## src/rtl/fp_div_seq.sv

```systemverilog
// Sequential floating-point divider: restoring mantissa division, one quotient bit per clock.
// Truncating, flush-to-zero, no Inf/NaN; matches the ALU multiplier's conventions.
module fp_div_seq #(
  parameter int n = 32,
  parameter int m = 8
) (
  input  logic         clk,
  input  logic         rst,
  input  logic         start,
  input  logic [n-1:0] a,
  input  logic [n-1:0] b,
  output logic         ready,
  output logic         done,
  output logic [n-1:0] out,
  output logic [1:0]   dbg_state
);

  localparam int F    = n - m - 1;
  localparam int BIAS = 2**(m-1) - 1;
  localparam int CW   = $clog2(F + 3);
  localparam logic [m+1:0] BIAS_E = (m+2)'(BIAS);
  localparam logic [m+1:0] EMAX   = (m+2)'(2**m - 1);

  typedef enum logic [1:0] {
    IDLE = 2'd0,
    DIV  = 2'd1,
    NORM = 2'd2
  } state_t;

  state_t         state_q, state_d;
  logic [F+2:0]   r_q, r_d;
  logic [F:0]     d_q, d_d;
  logic [F+1:0]   q_q, q_d;
  logic [CW-1:0]  cnt_q, cnt_d;
  logic [m+1:0]   e_q, e_d;
  logic           sign_q, sign_d;
  logic           zero_q, zero_d;
  logic [n-1:0]   out_q, out_d;
  logic           done_q, done_d;

  logic [F+2:0]   sub;
  logic [m+1:0]   e_n;
  logic [F-1:0]   mant;

  // Handshake: start is taken on any rising edge where ready=1; done pulses for
  // one cycle with out valid, and ready is already high in that same cycle.
  always_comb begin
    state_d = state_q;
    r_d     = r_q;
    d_d     = d_q;
    q_d     = q_q;
    cnt_d   = cnt_q;
    e_d     = e_q;
    sign_d  = sign_q;
    zero_d  = zero_q;
    out_d   = out_q;
    done_d  = 1'b0;
    sub     = r_q - {2'b00, d_q};
    e_n     = e_q;
    mant    = '0;

    case (state_q)
      IDLE: begin
        if (start) begin
          r_d     = {2'b00, 1'b1, a[F-1:0]};
          d_d     = {1'b1, b[F-1:0]};
          q_d     = '0;
          cnt_d   = '0;
          e_d     = {2'b00, a[n-2:F]} - {2'b00, b[n-2:F]} + BIAS_E;
          sign_d  = a[n-1] ^ b[n-1];
          zero_d  = (a == '0) || (b == '0);
          state_d = DIV;
        end
      end
      DIV: begin
        if (r_q >= {2'b00, d_q}) begin
          q_d = {q_q[F:0], 1'b1};
          r_d = sub << 1;
        end else begin
          q_d = {q_q[F:0], 1'b0};
          r_d = r_q << 1;
        end
        cnt_d = cnt_q + 1'b1;
        if (cnt_q == CW'(F + 1)) state_d = NORM;
      end
      NORM: begin
        // Quotient lies in (0.5, 2): a leading zero means one extra left shift.
        if (q_q[F+1]) begin
          mant = q_q[F:1];
        end else begin
          mant = q_q[F-1:0];
          e_n  = e_q - 1'b1;
        end
        if (zero_q || e_n[m+1] || (e_n == '0) || (e_n >= EMAX)) out_d = '0;
        else out_d = {sign_q, e_n[m-1:0], mant};
        done_d  = 1'b1;
        state_d = IDLE;
      end
      default: state_d = IDLE;
    endcase
  end

  always_ff @(posedge clk) begin
    if (rst) begin
      state_q <= IDLE;
      out_q   <= '0;
      done_q  <= 1'b0;
    end else begin
      state_q <= state_d;
      out_q   <= out_d;
      done_q  <= done_d;
    end
  end

  always_ff @(posedge clk) begin
    r_q    <= r_d;
    d_q    <= d_d;
    q_q    <= q_d;
    cnt_q  <= cnt_d;
    e_q    <= e_d;
    sign_q <= sign_d;
    zero_q <= zero_d;
  end

  assign ready     = (state_q == IDLE);
  assign done      = done_q;
  assign out       = out_q;
  assign dbg_state = state_q;

endmodule

```

## config.mk

```make
export PLATFORM = sky130hd
export DESIGN_NAME = fp_div_seq
export DESIGN_NICKNAME = d
export VERILOG_FILES = /design/src/rtl/fp_div_seq.sv
export SDC_FILE = /design/constraint.sdc
export NUM_CORES = 1
export LEC_CHECK = 0
export BUFFER_PORTS_ARGS = -buffer_cell sky130_fd_sc_hd__buf_2
export CAP_MARGIN = 10
export CORE_MARGIN = 5
export CORE_UTILIZATION = 35
export CTS_BUF_LIST = sky130_fd_sc_hd__clkbuf_2
export CTS_CLUSTER_SIZE = 28
export DETAILED_ROUTE_END_ITERATION = 16
export HOLD_SLACK_MARGIN = 0.1
export PLACE_DENSITY = 0.5
export SLEW_MARGIN = 30
export SYNTH_ARGS = -nofsm -noshare
export SYNTH_HDL_FRONTEND = slang
export SYNTH_SLANG_ARGS = --single-unit
```

## constraint.sdc

```tcl
create_clock -name clk -period 4.3 [get_ports clk]
set_input_delay 0.86 -clock clk [delete_from_list [all_inputs] [get_ports clk]]
set_output_delay 0.86 -clock clk [all_outputs]
set_load 0.01 [all_outputs]
```

; ---- Yosys cells after proc, flatten, opt, wreduce, memory -nomap -nowiden
; Index checks and enable logic that the tools add are counted.
; W data, S select, Z words.
[op_classes]
bitwise_logic = 1
reduce_logical = 12
n_addsub = 5
n_eq_ne = 5
muxes = 16
order_cmp = 2
[op_table]
columns = cell, count
row1 = $logic_not A32 Y1, 2
row2 = $mux W26, 2
row3 = $pmux W26 S2, 1
row4 = $pmux W25 S2, 1
row5 = $mux W32, 1
row6 = $ge A26 B24 Y1, 1
row7 = $mux W25, 1
row8 = $sub A25 B24 Y25, 1
row9 = $mux W23, 1
row10 = $mux W10, 2
row11 = $add A9 B8 Y10 const B, 1
row12 = $ge A10 B8 Y1 const B, 1
row13 = $logic_not A10 Y1, 1
row14 = $pmux W5 S2, 1
row15 = $sub A10 B1 Y10 const B, 1
row16 = $sub A8 B8 Y9, 1
row17 = $reduce_and A2 Y1, 3
row18 = $add A5 B1 Y5 const B, 1
row19 = $eq A5 B5 Y1 const B, 1
row20 = $mux W5, 1
row21 = $logic_or A1 B1 Y1, 4
row22 = $mux W2, 2
row23 = $ne A2 B2 Y1 const B, 2
row24 = $pmux W2 S2, 1
row25 = 6 further kinds, 7
[word_totals]
input_bits = 67
out_inout_bits = 36
ff_bits = 126

; ---- Depth between registers and ports, before layout
; Gate-level depths: netlist (run 1).
[logic_depth]
depth_word = 7
depth_mapped = 13

; ---- Least setup slack after synthesis (run 1)
; Ideal clock, no wire load.
[synth_path]
path_kind = input port to flip-flop
startpoint = input port a[23]
endpoint = register e_q[7], data pin
slack_ns = 1.172
path_stages = 10
arrival_time_ns = 2.863
cell_sequence = inv_1 > ha_1 > inv_1 > fa_1 > a21o_1 > a21oi_1 > xnor2_1 > or3_1 > or3_1 > xor2_1
[synth_between]
elab_chain_len = 2
[synth_lines]
columns = element, line
row1 = "start, declared", 10  ; input logic [n-1:0] a,
row2 = $sub A8 B8 Y9, 69  ; e_d = {2'b00, a[n-2:F]} - {2'b00, b[n-2:F]} + BIAS_E;
row3 = $add A9 B8 Y10, 69
row4 = "end signal, assigned", 120  ; e_q <= e_d;
row5 = "end, declared", 35  ; logic [m+1:0] e_q, e_d;
; No other way between the ends.
; A chain may end at the register's enable or synchronous reset.

; ---- Worst setup path in the final report (run 1)
[layout_path]
startpoint = register r_q[17]
endpoint = register r_q[17], data pin
[layout_between]
elab_chain_len = 3
[layout_lines]
columns = element, line
row1 = "start, declared", 31  ; logic [F+2:0] r_q, r_d;
row2 = "start signal, assigned", 116  ; r_q <= r_d;
row3 = $ge A26 B24 Y1, 76  ; if (r_q >= {2'b00, d_q}) begin
row4 = $mux W26, 76
row5 = $pmux W26 S2, 62  ; case (state_q)
row6 = net r_d[17], 31
; The timed path passes the listed nets, and every way through them passes these cells.

==> metrics.md, run 1 <==
| Metric | Value |
|---|---|
| Ranking of synthesized cells by area | `edfxtp_1 (38%), dfxtp_1 (9.8%), ha_1 (6.1%)` |
| Root buf cell | `clkbuf_2` |
| Max Fclk | `0.3356 GHz` |
| Worst VDD drop | `185.5 uV` |
| Post-Syn Area | `7167 um2` |
| Int Pwr | `2.144 mW` |
| Die area | `23440 um2` |
| Fill count | `2032` |
| Sequential power share | `0.470` |
| Storage cell area | `3433 um2` |
| Max Cap Viol | `0` |
| NetSw | `1.098 mW` |
| Area grow syn2layout | `14.61%` |
| Combinational share of power | `0.277` |
| Crit. End Element | `flip-flop` |
| RePlAce Congestion | `0.8587` |
| Final global-route overflow total | `0` |
| Layout Nets | `924` |
| Post-route setup TNS | `0 ns` |
| Chip width | `153.1 um` |
| I/O Buffers | `102` |
| Leak | `3.409 nW` |
| Clk sink count | `126` |
| Commonest non-fill, non-tap cell in the layout | `buf_2` |
| TritonRoute pass-1 iters | `5` |
| Power per Cell Area | `394.7 nW/um2` |
| Final worst-path cycle share | `0.6930` |
| Outcome | `finished, final reports clean` |
| Number of synthesized flops with an enable pin | `91` |
| Post-CTS Setup Bufs | `0` |
| Clk buf depth | `2` |
| Crit path time final | `2.980 ns` |
| Uppermost layer routed | `met4` |
| Hold Crit Class | `in -> reg` |
| PostCTS Resize Cnt | `0` |
| Clk pwr share | `0.254` |
| Cells after Synth | `720` |
| DRT Wirelength | `18.03 mm` |
| Global-route wire length before repair | `29.29 mm` |
| Initial Util | `0.3553` |
| Sw Ratio | `0.3387` |
| Ys Warns | `0` |
| TritonCTS clock tree | `done` |
| # hold bufs at CTS | `0` |
| Layout cells sized above 1 | `0.1921` |
| WP data arrival | `3.44 ns` |
| Final Hold Fails | `0` |
| Sequential share of the synthesized area | `0.4791` |
| Clk_lat worst skew | `0.70 ns` |
| Met3 Routed Length | `873 um` |
| Synth Net Count | `824` |
| Die Height | `153.1 um` |
| Post-synthesis register bit count | `126` |
| Measured slew at the worst slew-check pin | `0.8888 ns` |
| Via count of the routed design | `5675` |
| Initial DRC Count | `356` |
| Top cell type's share of synthesized area | `0.3813` |
| Syn Area/Cell | `9.954 um2` |
| Post-DP HPWL | `13.49 mm` |
| Most frequent cells in the layout | `buf_2 (102), edfxtp_1 (91), nand2_1 (69)` |
| Pin count of the biggest net entering global routing | `44` |
| Wl on met1 | `8.837 mm` |
| Antenna Nets Post-Route | `0` |
| Routed WL per cell | `16.32 um` |
| Worst Hold Margin | `0.3320 ns` |
| Tot GR Track Use | `0.1536` |
| Core Area | `20170 um2` |
| Worst setup path class | `reg -> reg` |
| Antenna violations before repair | `1` |
| Final setup violation count | `0` |
| Vias per inst | `5.136` |
| Max_slew headroom | `0.4054` |
| Met2 WL post-DR | `7.989 mm` |
| Vias in the first global route | `5637` |
| Distinct cells, synth | `58` |
| Area of the multi-input gates | `3420 um2` |
| Required time of the critical path | `4.76 ns` |
| Max-slew violations | `0` |
| CTS Buf Count | `17` |
| Clock transition at the registers of the reported paths | `0.21 ns` |
| Worst-case clock skew | `0.02500 ns` |
| I/O pin count | `103` |
| Top_reg_cell synth | `edfxtp_1` |
| Overall power | `3.242 mW` |
| Worst setup SP type | `flip-flop` |
| RSZ-0062 raised after global routing | `no` |
| H-tree depth | `4` |
| # rows | `52` |
| # DRC | `0` |
| Async SR Flop Fraction | `0` |
| Maximum fanout along the worst path | `37` |
| Cell taking the most area after synthesis | `edfxtp_1` |
final timing paths:
path | startpoint | end | slack, ns | cells after the start
min | b[11] | d_q[11] | 0.33 | 1
min reg2reg | out[7] | out[7] | 0.47 | 2
max | r_q[17] | r_q[17] | 1.32 | 10
max reg2reg | r_q[17] | r_q[17] | 1.32 | 10
cell usage after synthesis, types with 3 or more instances:
cell type,instances
edfxtp_1,91
nand2_1,70
o21ai_0,52
inv_1,51
nor2_1,40
a21oi_1,36
dfxtp_1,35
ha_1,35
mux2i_1,29
and2_1,28
xnor2_1,25
nor4_1,21
clkbuf_1,20
nor3_1,17
xor2_1,17
nand3_1,16
o21a_1,11
a21o_1,10
a31oi_1,10
nand4_1,9
nand2b_1,8
o21ai_2,8
a211oi_1,6
nor2b_1,6
o31ai_1,6
and3_1,5
o21ai_1,5
or3_1,4
a21boi_0,3
buf_2,3
buf_6,3
per-layer routing:
| layer | vias up | global-route usage |
|---|---|---|
| li1 | 2806 | - |
| met1 | 2694 | 0.2129 |
| met2 | 150 | 0.2388 |
| met3 | 25 | 0.03393 |
| met4 | 0 | 0.05134 |
| met5 | - | 0 |
per-stage QoR:
| stage | instances | cell area (um2) | utilization | setup slack, ns |
|---|---|---|---|---|
| floorplan | 720 | 7167 | - | 1.172 |
| CTS | 1103 | 8204 | 0.4068 | 1.302 |
| global placement | 1071 | 7948 | 0.3940 | 0.7691 |
| global route | 1105 | 8214 | 0.4073 | 1.048 |
| finish | 1105 | 8214 | 0.4073 | 1.320 |
| detailed placement | 1071 | 7948 | 0.3940 | 0.7523 |
kinds of logic (layout without fill, tap and decap cells):
logic type,Yosys count,count (layout),share of synthesized area
AOI/OAI and AO/OA,168,168,0.1461
xor gates and xnor gates,42,42,0.05133
adders and majority gates,37,37,0.06669
buffers and inverters,80,193,0.04661
DFF,126,126,0.4790
muxes,29,29,0.04050
other,0,2,0
and+or+nand+nor,238,238,0.1697
layout make-up:
| type | instances | area share |
|---|---|---|
| antenna | 2 | 0.0006093 |
| clock buffer | 19 | 0.01158 |
| clock inverter | 13 | 0.01965 |
| inverter | 51 | 0.02331 |
| multi-input combinational | 514 | 0.4163 |
| sequential | 126 | 0.4180 |
| tap | 270 | 0.04113 |
| timing repair buffer | 110 | 0.06946 |
power groups by stage:
| stage | registers (mW) | logic [mW] | clock network, mW |
|---|---|---|---|
| floorplan | 1.52 | 0.676 | 0 |
| global placement | 1.55 | 0.880 | 0 |
| detailed placement | 1.55 | 0.892 | 0 |
| CTS | 1.52 | 0.898 | 0.861 |
| global route | 1.54 | 1.01 | 0.905 |
| finish | 1.52 | 0.898 | 0.822 |
critical path: stages, from the launching register on:
cell and delay [ns]:
edfxtp_1 0.44, ha_1 0.43, a21o_1 0.25, a31oi_1 0.21, nor2_1 0.10, o31a_1 0.29, nor4_2 0.18, buf_4 0.41
a211oi_1 0.08, a221oi_1 0.27, nor2_1 0.07
registers in the layout, indices dropped and copies added (netlist names), 2 cells and up:
register,cells
e_q,10
out,32
cnt_q,5
d_q,23
dbg_state,2
r_q,26
q_q,25
(Power assumes the default switching activity.)
==> inputs of run 2 (changes only) <==
--- a/config.mk
+++ b/config.mk
@@ -13,7 +13,7 @@
 export CTS_CLUSTER_SIZE = 28
 export DETAILED_ROUTE_END_ITERATION = 16
 export HOLD_SLACK_MARGIN = 0.1
-export PLACE_DENSITY = 0.5
+export PLACE_DENSITY = 0.52
 export SLEW_MARGIN = 30
 export SYNTH_ARGS = -nofsm -noshare
 export SYNTH_HDL_FRONTEND = slang
==> constraint.sdc (replaced) <==
create_clock -name clk -period 2.5 [get_ports clk]
set_input_delay 0.5 -clock clk [delete_from_list [all_inputs] [get_ports clk]]
set_output_delay 0.5 -clock clk [all_outputs]
set_load 0.01 [all_outputs]
==> run 2 against run 1 <==
Net effect: maximum frequency increased by 9.2%; the flow now finishes with violations (setup timing); wire length grew 15%; critical path type unchanged; utilization grew 10 points; critical path depth up 1; combinational power rose to 2.9 times the previous value; power increased by 100%; die area unchanged; cell count grew 16%; global-route usage increased by 1.6 points; register-to-register slack worse by 1.5 ns; non-clock buffer count grew 175; cell area grew 25%.
==> metrics.md, run 2 (synthesis results as in run 1) <==
| Metric | Value |
|---|---|
| Final Hold Fails | `0 (unchanged)` |
| Via count of the routed design | `6511 (was 5675)` |
| # DRC | `0 (unchanged)` |
| Leak | `4.365 nW (was 3.409 nW)` |
| Worst setup SP type | `flip-flop (unchanged)` |
| # rows | `52 (unchanged)` |
| H-tree depth | `4 (unchanged)` |
| Global-route wire length before repair | `32.76 mm (was 29.29 mm)` |
| I/O Buffers | `102 (unchanged)` |
| Measured slew at the worst slew-check pin | `0.6299 ns (was 0.8888 ns)` |
| Clock transition at the registers of the reported paths | `0.19 ns (was 0.21 ns)` |
| Int Pwr | `4.245 mW (was 2.144 mW)` |
| Vias in the first global route | `6658 (was 5637)` |
| Reg2reg start | `r_q[0] (was r_q[17])` |
| Worst VDD drop | `260.0 uV (was 185.5 uV)` |
| Pre-CTS WS | `-0.5136 ns (was 0.7523 ns)` |
| Area grow syn2layout | `43.66% (was 14.61%)` |
| Failing checks | `setup timing` |
| TritonRoute pass-1 iters | `5 (unchanged)` |
| Vias per inst | `5.087 (was 5.136)` |
| Sequential power share | `0.404 (was 0.470)` |
| Critical Path Start | `r_q[0] (was r_q[17])` |
| Worst setup path class | `reg -> reg (unchanged)` |
| Max_slew headroom | `0.5791 (was 0.4054)` |
| TritonCTS clock tree | `done (unchanged)` |
| Clk pwr share | `0.198 (was 0.254)` |
| Crit-path cells | `inv_1, ha_2, fa_2, nand2b_4, a21oi_2, o21a_2, o21ai_2, nand4_1, nor4_2, nor4b_1, a211o_1 (was ha_1, a21o_1, a31oi_1, nor2_1, o31a_1, nor4_2, buf_4, a211oi_1, a221oi_1, nor2_1)` |
| Sw Ratio | `0.3457 (was 0.3387)` |
| Initial DRC Count | `318 (was 356)` |
| Initial Util | `0.3553 (unchanged)` |
| RSZ-0062 raised after global routing | `yes (was no)` |
| Chip width | `153.1 um (unchanged)` |
| Die Height | `153.1 um (unchanged)` |
| Power per Cell Area | `630.0 nW/um2 (was 394.7 nW/um2)` |
| Tot GR Track Use | `0.1698 (was 0.1536)` |
| Combinational share of power | `0.398 (was 0.277)` |
| Antenna violations before repair | `1 (unchanged)` |
| Fill count | `1856 (was 2032)` |
| Clk buf depth | `2 (unchanged)` |
| NetSw | `2.242 mW (was 1.098 mW)` |
| Max-slew violations | `0 (unchanged)` |
| Most frequent cells in the layout | `buf_4 (112), buf_2 (102), edfxtp_1 (91) (was buf_2 (102), edfxtp_1 (91), nand2_1 (69))` |
| Final Worst Setup Slack | `-0.2283 ns (was 1.320 ns)` |
| I/O pin count | `103 (unchanged)` |
| Final setup violation count | `57 (was 0)` |
| RePlAce Congestion | `0.9042 (was 0.8587)` |
| Crit path time final | `2.728 ns (was 2.980 ns)` |
| Hold_sp | `a[21] (was b[11])` |
| WP data arrival | `3.19 ns (was 3.44 ns)` |
| Worst-case clock skew | `0.03532 ns (was 0.02500 ns)` |
| Routed WL per cell | `16.15 um (was 16.32 um)` |
| Die area | `23440 um2 (unchanged)` |
| DRT Wirelength | `20.67 mm (was 18.03 mm)` |
| Clk_lat worst skew | `0.71 ns (was 0.70 ns)` |
| Final global-route overflow total | `0 (unchanged)` |
| Layout Nets | `1099 (was 924)` |
| Number of flip-flops in the largest register | `32 (unchanged)` |
| CP peak stage delay | `0.43 ns (was 0.44 ns)` |
| Required time of the critical path | `2.96 ns (was 4.76 ns)` |
| Antenna Nets Post-Route | `0 (unchanged)` |
| Layout cells sized above 1 | `0.3671 (was 0.1921)` |
| Max Fclk | `0.3665 GHz (was 0.3356 GHz)` |
| Core Area | `20170 um2 (unchanged)` |
| CTS Buf Count | `17 (unchanged)` |
| Setup slack, reg-to-reg | `-0.23 ns (was 1.32 ns)` |
| Final design utilization | `0.5105 (was 0.4073)` |
| Maximum fanout along the worst path | `4 (was 37)` |
| Pin count of the biggest net entering global routing | `36 (was 44)` |
| Clk sink count | `126 (unchanged)` |
| Post-DP HPWL | `14.51 mm (was 13.49 mm)` |
| Root buf cell | `clkbuf_2 (unchanged)` |
| Final worst-path cycle share | `1.091 (was 0.6930)` |
| Commonest non-fill, non-tap cell in the layout | `buf_4 (was buf_2)` |
| Crit. End Element | `flip-flop (unchanged)` |
| Max Cap Viol | `0 (unchanged)` |
| Hold Crit Class | `in -> reg (unchanged)` |
| Outcome | `complete, but fails checks (was finished, final reports clean)` |
| Worst path slowest cell | `edfxtp_1 (unchanged)` |
-- run 2: cell types whose count changed in the layout (fill, tap and decap cells not counted), moves of 8 or more --
| cell | change |
|---|---|
| o21ai_2 | +21 |
| buf_12 | +8 |
| dlygate4sd3_1 | +49 |
| o21ai_0 | -38 |
| buf_4 | +104 |
| buf_6 | +8 |
| a21oi_2 | +17 |
| a21oi_1 | -17 |
| o21ai_1 | +15 |
-- run 2: per-layer routing --
metal | share of wire | vias to the layer above | track usage
met4 | 0.018 | 0 | 0.04370
met2 | 0.49 | 172 | 0.2814
met1 | 0.45 | 3146 | 0.2227
li1 | - | 3164 | -
met5 | 0 | - | 0
met3 | 0.049 | 29 | 0.04269
-- run 2: repair_timing --
item,in CTS,in global routing
resized for setup,74,75
endpoints found under the setup margin,58,58
endpoints found under the hold margin,47,2
hold buffers,47,2
setup buffers,14,17
cloned,2,1
pin swaps,37,42
-- run 2: through the flow --
step | setup TNS (ns) | hold slack (ns) | instance area (um2) | power, mW | cells
detailed placement | -8.496 | 0.4386 | 8760 | 4.618 | 1166
global route | -13.87 | 0.1162 | 10290 | 6.881 | 1279
CTS | -8.904 | 0.1071 | 9846 | 6.168 | 1261
floorplan | -0.2775 | 0.4721 | 7224 | 3.824 | 720
global placement | -6.789 | 0.4353 | 8760 | 4.585 | 1166
finish | -6.175 | 0.2210 | 10300 | 6.487 | 1280
-- run 2: cell type report --
type	count	area, um2	area share
Sequential cell	126	3433	0.3335
Clock inverter	14	142.6	0.01385
Timing Repair Buffer	285	2205	0.2141
Clock buffer	18	90.09	0.008750
Inverter	51	191.4	0.01859
Tap cell	270	337.8	0.03281
Antenna cell	2	5.005	0.0004861
Multi-Input combinational cell	514	3891	0.3779
-- run 2: power groups by stage --
stage | Clock, mW | Combinational, mW | Sequential, mW
after CTS | 1.33 | 2.22 | 2.61
after global placement | 0 | 1.93 | 2.65
after global routing | 1.44 | 2.80 | 2.64
final | 1.28 | 2.58 | 2.62
after floorplan | 0 | 1.20 | 2.62
after detailed placement | 0 | 1.96 | 2.66
-- run 2: final timing paths --
path,to,cells past startpoint
worst max-delay path,r_q[23],11
worst min-delay path,r_q[21],3
worst max register to register,r_q[23],11
worst min register to register,out[10],2
-- run 2: worst max-delay path: cells and delay by family (launching register included) --
kind / cells / cell delay, ns
AOI/OAI and AO/OA: 4 / 0.74
and+or+nand+nor: 4 / 0.87
DFF: 1 / 0.43
adders and majority gates: 2 / 0.38
buffers and inverters: 1 / 0.07
==> inputs of run 3 (changes only) <==
--- a/config.mk
+++ b/config.mk
@@ -7,14 +7,18 @@
 export LEC_CHECK = 0
 export BUFFER_PORTS_ARGS = -buffer_cell sky130_fd_sc_hd__buf_2
 export CAP_MARGIN = 10
+export CELL_PAD_IN_SITES_DETAIL_PLACEMENT = 1
+export CELL_PAD_IN_SITES_GLOBAL_PLACEMENT = 1
 export CORE_MARGIN = 5
 export CORE_UTILIZATION = 35
 export CTS_BUF_LIST = sky130_fd_sc_hd__clkbuf_2
 export CTS_CLUSTER_SIZE = 28
 export DETAILED_ROUTE_END_ITERATION = 16
 export HOLD_SLACK_MARGIN = 0.1
-export PLACE_DENSITY = 0.52
+export MAX_ROUTING_LAYER = met4
+export PLACE_DENSITY = 0.65
 export SLEW_MARGIN = 30
 export SYNTH_ARGS = -nofsm -noshare
 export SYNTH_HDL_FRONTEND = slang
 export SYNTH_SLANG_ARGS = --single-unit
+export TNS_END_PERCENT = 10
==> run 3 against run 2 <==
Net effect: the flow still finishes with violations (setup timing); combinational power down 7%; utilization down 1.7 points; hold slack got worse by 0.0038 ns; flip-flop and latch count is the same; sequential power barely moved; first-iteration DRC count is 8.8% higher; power decreased by 1.9%; non-clock buffer count shrank 3; global-route usage grew 3.3 points; maximum frequency down 2.5%; largest cell class unchanged; highest routed layer unchanged.
==> metrics.md, run 3 (synthesis results as in run 1) <==
| Metric | Value |
|---|---|
| Clk sink count | `126 (unchanged)` |
| Post-route setup TNS | `-5.511 ns (was -6.175 ns)` |
| Layout Nets | `1096 (was 1099)` |
| Antenna violations before repair | `3 (was 1)` |
| Clk pwr share | `0.208 (was 0.198)` |
| Antenna Nets Post-Route | `0 (unchanged)` |
| Most frequent cells in the layout | `buf_4 (123), buf_2 (102), edfxtp_1 (91) (was buf_4 (112), buf_2 (102), edfxtp_1 (91))` |
| Max Cap Viol | `0 (unchanged)` |
| Int Pwr | `4.141 mW (was 4.245 mW)` |
| Outcome | `complete, but fails checks (unchanged)` |
| RSZ-0062 raised after global routing | `yes (unchanged)` |
| Final setup violation count | `53 (was 57)` |
| Maximum fanout along the worst path | `6 (was 4)` |
| Die area | `23440 um2 (unchanged)` |
| Placed cell count | `1180 (was 1166)` |
| Layout cells sized above 1 | `0.3313 (was 0.3671)` |
| WP data arrival | `3.29 ns (was 3.19 ns)` |
| I/O pin count | `103 (unchanged)` |
| Area grow syn2layout | `38.76% (was 43.66%)` |
| Worst setup path class | `reg -> reg (unchanged)` |
| # rows | `52 (unchanged)` |
| Tot GR Track Use | `0.2026 (was 0.1698)` |
| Required time of the critical path | `2.99 ns (was 2.96 ns)` |
| Power per Cell Area | `639.9 nW/um2 (was 630.0 nW/um2)` |
| Vias in the first global route | `7329 (was 6658)` |
| Max_slew headroom | `0.5184 (was 0.5791)` |
| Overall power | `6.363 mW (was 6.487 mW)` |
| Post-DP HPWL | `16.70 mm (was 14.51 mm)` |
| Max-slew violations | `0 (unchanged)` |
| TritonCTS clock tree | `done (unchanged)` |
| Final worst-path cycle share | `1.119 (was 1.091)` |
| Die Height | `153.1 um (unchanged)` |
| Pin count of the biggest net entering global routing | `57 (was 36)` |
| Clock transition at the registers of the reported paths | `0.20 ns (was 0.19 ns)` |
| Worst Hold Margin | `0.2172 ns (was 0.2210 ns)` |
| Initial Util | `0.3553 (unchanged)` |
| Worst-case clock skew | `0.04284 ns (was 0.03532 ns)` |
| Vias per inst | `5.088 (was 5.087)` |
| Final std cells w/o fill | `1279 (was 1280)` |
| Max Fclk | `0.3574 GHz (was 0.3665 GHz)` |
| H-tree depth | `4 (unchanged)` |
| Worst VDD drop | `261.7 uV (was 260.0 uV)` |
| Clk buf depth | `2 (unchanged)` |
| Measured slew at the worst slew-check pin | `0.7158 ns (was 0.6299 ns)` |
| Combinational share of power | `0.379 (was 0.398)` |
| Final design utilization | `0.4931 (was 0.5105)` |
| Routed WL per cell | `18.04 um (was 16.15 um)` |
| # DRC | `0 (unchanged)` |
| CTS Buf Count | `17 (unchanged)` |
| Sw Ratio | `0.3492 (was 0.3457)` |
| Via count of the routed design | `6508 (was 6511)` |
| TritonRoute pass-1 iters | `5 (unchanged)` |
| Final global-route overflow total | `0 (unchanged)` |
| Root buf cell | `clkbuf_2 (unchanged)` |
| Core Area | `20170 um2 (unchanged)` |
| Hold Crit Class | `in -> reg (unchanged)` |
| Chip width | `153.1 um (unchanged)` |
| Leak | `4.242 nW (was 4.365 nW)` |
| Number of flip-flops in the largest register | `32 (unchanged)` |
| Final Hold Fails | `0 (unchanged)` |
| Final Worst Setup Slack | `-0.2979 ns (was -0.2283 ns)` |
| Global-route wire length before repair | `37.63 mm (was 32.76 mm)` |
| Clk_lat worst skew | `0.72 ns (was 0.71 ns)` |
| Commonest non-fill, non-tap cell in the layout | `buf_4 (unchanged)` |
| Initial DRC Count | `346 (was 318)` |
| NetSw | `2.222 mW (was 2.242 mW)` |
| Crit path time final | `2.798 ns (was 2.728 ns)` |
| DRT Wirelength | `23.07 mm (was 20.67 mm)` |
| Failing checks | `setup timing (unchanged)` |
| Sequential power share | `0.413 (was 0.404)` |
| Crit. End Element | `flip-flop (unchanged)` |
| RePlAce Congestion | `0.8839 (was 0.9042)` |
| I/O Buffers | `102 (unchanged)` |
| Worst setup SP type | `flip-flop (unchanged)` |
run 3: changes by cell type in the layout (fill, tap and decap cells not counted), sizes merged:
cell      previous run  this run
buf                235       233
clkinv               8         4
clkinvlp             1         0
diode                2         4
inv                 54        58
run 3: what timing repair did:
action                                 4_1_cts  5_1_grt
resized for setup                           74       24
pin swaps                                   23       12
hold buffers                                49        0
setup endpoints to repair                   57       58
gates cloned                                 2        0
endpoints found under the hold margin       49        0
buffers inserted                             9        3
run 3: metrics by stage:
step	worst slack, ns	cell area, um2
after floorplan	-0.1746	7176
after global placement	-0.3892	8797
after detailed placement	-0.4874	8797
after CTS	-0.1839	9816
after global routing	-0.3818	9942
final	-0.2979	9945
run 3: path summary, 6_finish.rpt:
path	slack, ns	endpoint	cells after the start	from
worst max-delay path	-0.30	r_q[5]	12	r_q[17]
worst min-delay path	0.22	e_q[0]	2	b[23]
worst max register to register	-0.30	r_q[5]	12	r_q[17]
worst min register to register	0.47	out[5]	2	out[5]
run 3: power by group through the flow:
stage                     combinational [mW]  sequential (mW)  clock [mW]
after global routing                    2.62             2.65        1.47
final                                   2.41             2.63        1.32
after detailed placement                2.03             2.66           0
after global placement                  1.95             2.66           0
after CTS                               2.31             2.63        1.37
after floorplan                         1.17             2.62           0
run 3: metal layers:
metal	vias up	track usage	routed length [um]
li1	3161	-	-
met1	3196	0.2340	9888
met2	125	0.3605	12080
met3	26	0.03619	707
met4	0	0.05812	393
met5	-	-	0
run 3: area by class of cell:
type                    count  area, um2
diodes                      4      10.01
multi-input cells         514       3706
well taps                 270      337.8
inverters                  51      191.4
flip-flops and latches    126       3433
clock buffers              19      95.09
fillers                  2336      10220
clock inverters            13      135.1
repair buffers            282       2036
run 3: worst max-delay path: stages (launching register included):
cell and delay, ns:
edfxtp_1 0.49, ha_4 0.30, buf_4 0.12, and4_1 0.27, nor2b_2 0.21, nand3_1 0.15
a41oi_2 0.25, nor4_4 0.08, buf_6 0.14, buf_6 0.12, buf_4 0.14, a211oi_1 0.23
nor2_1 0.07
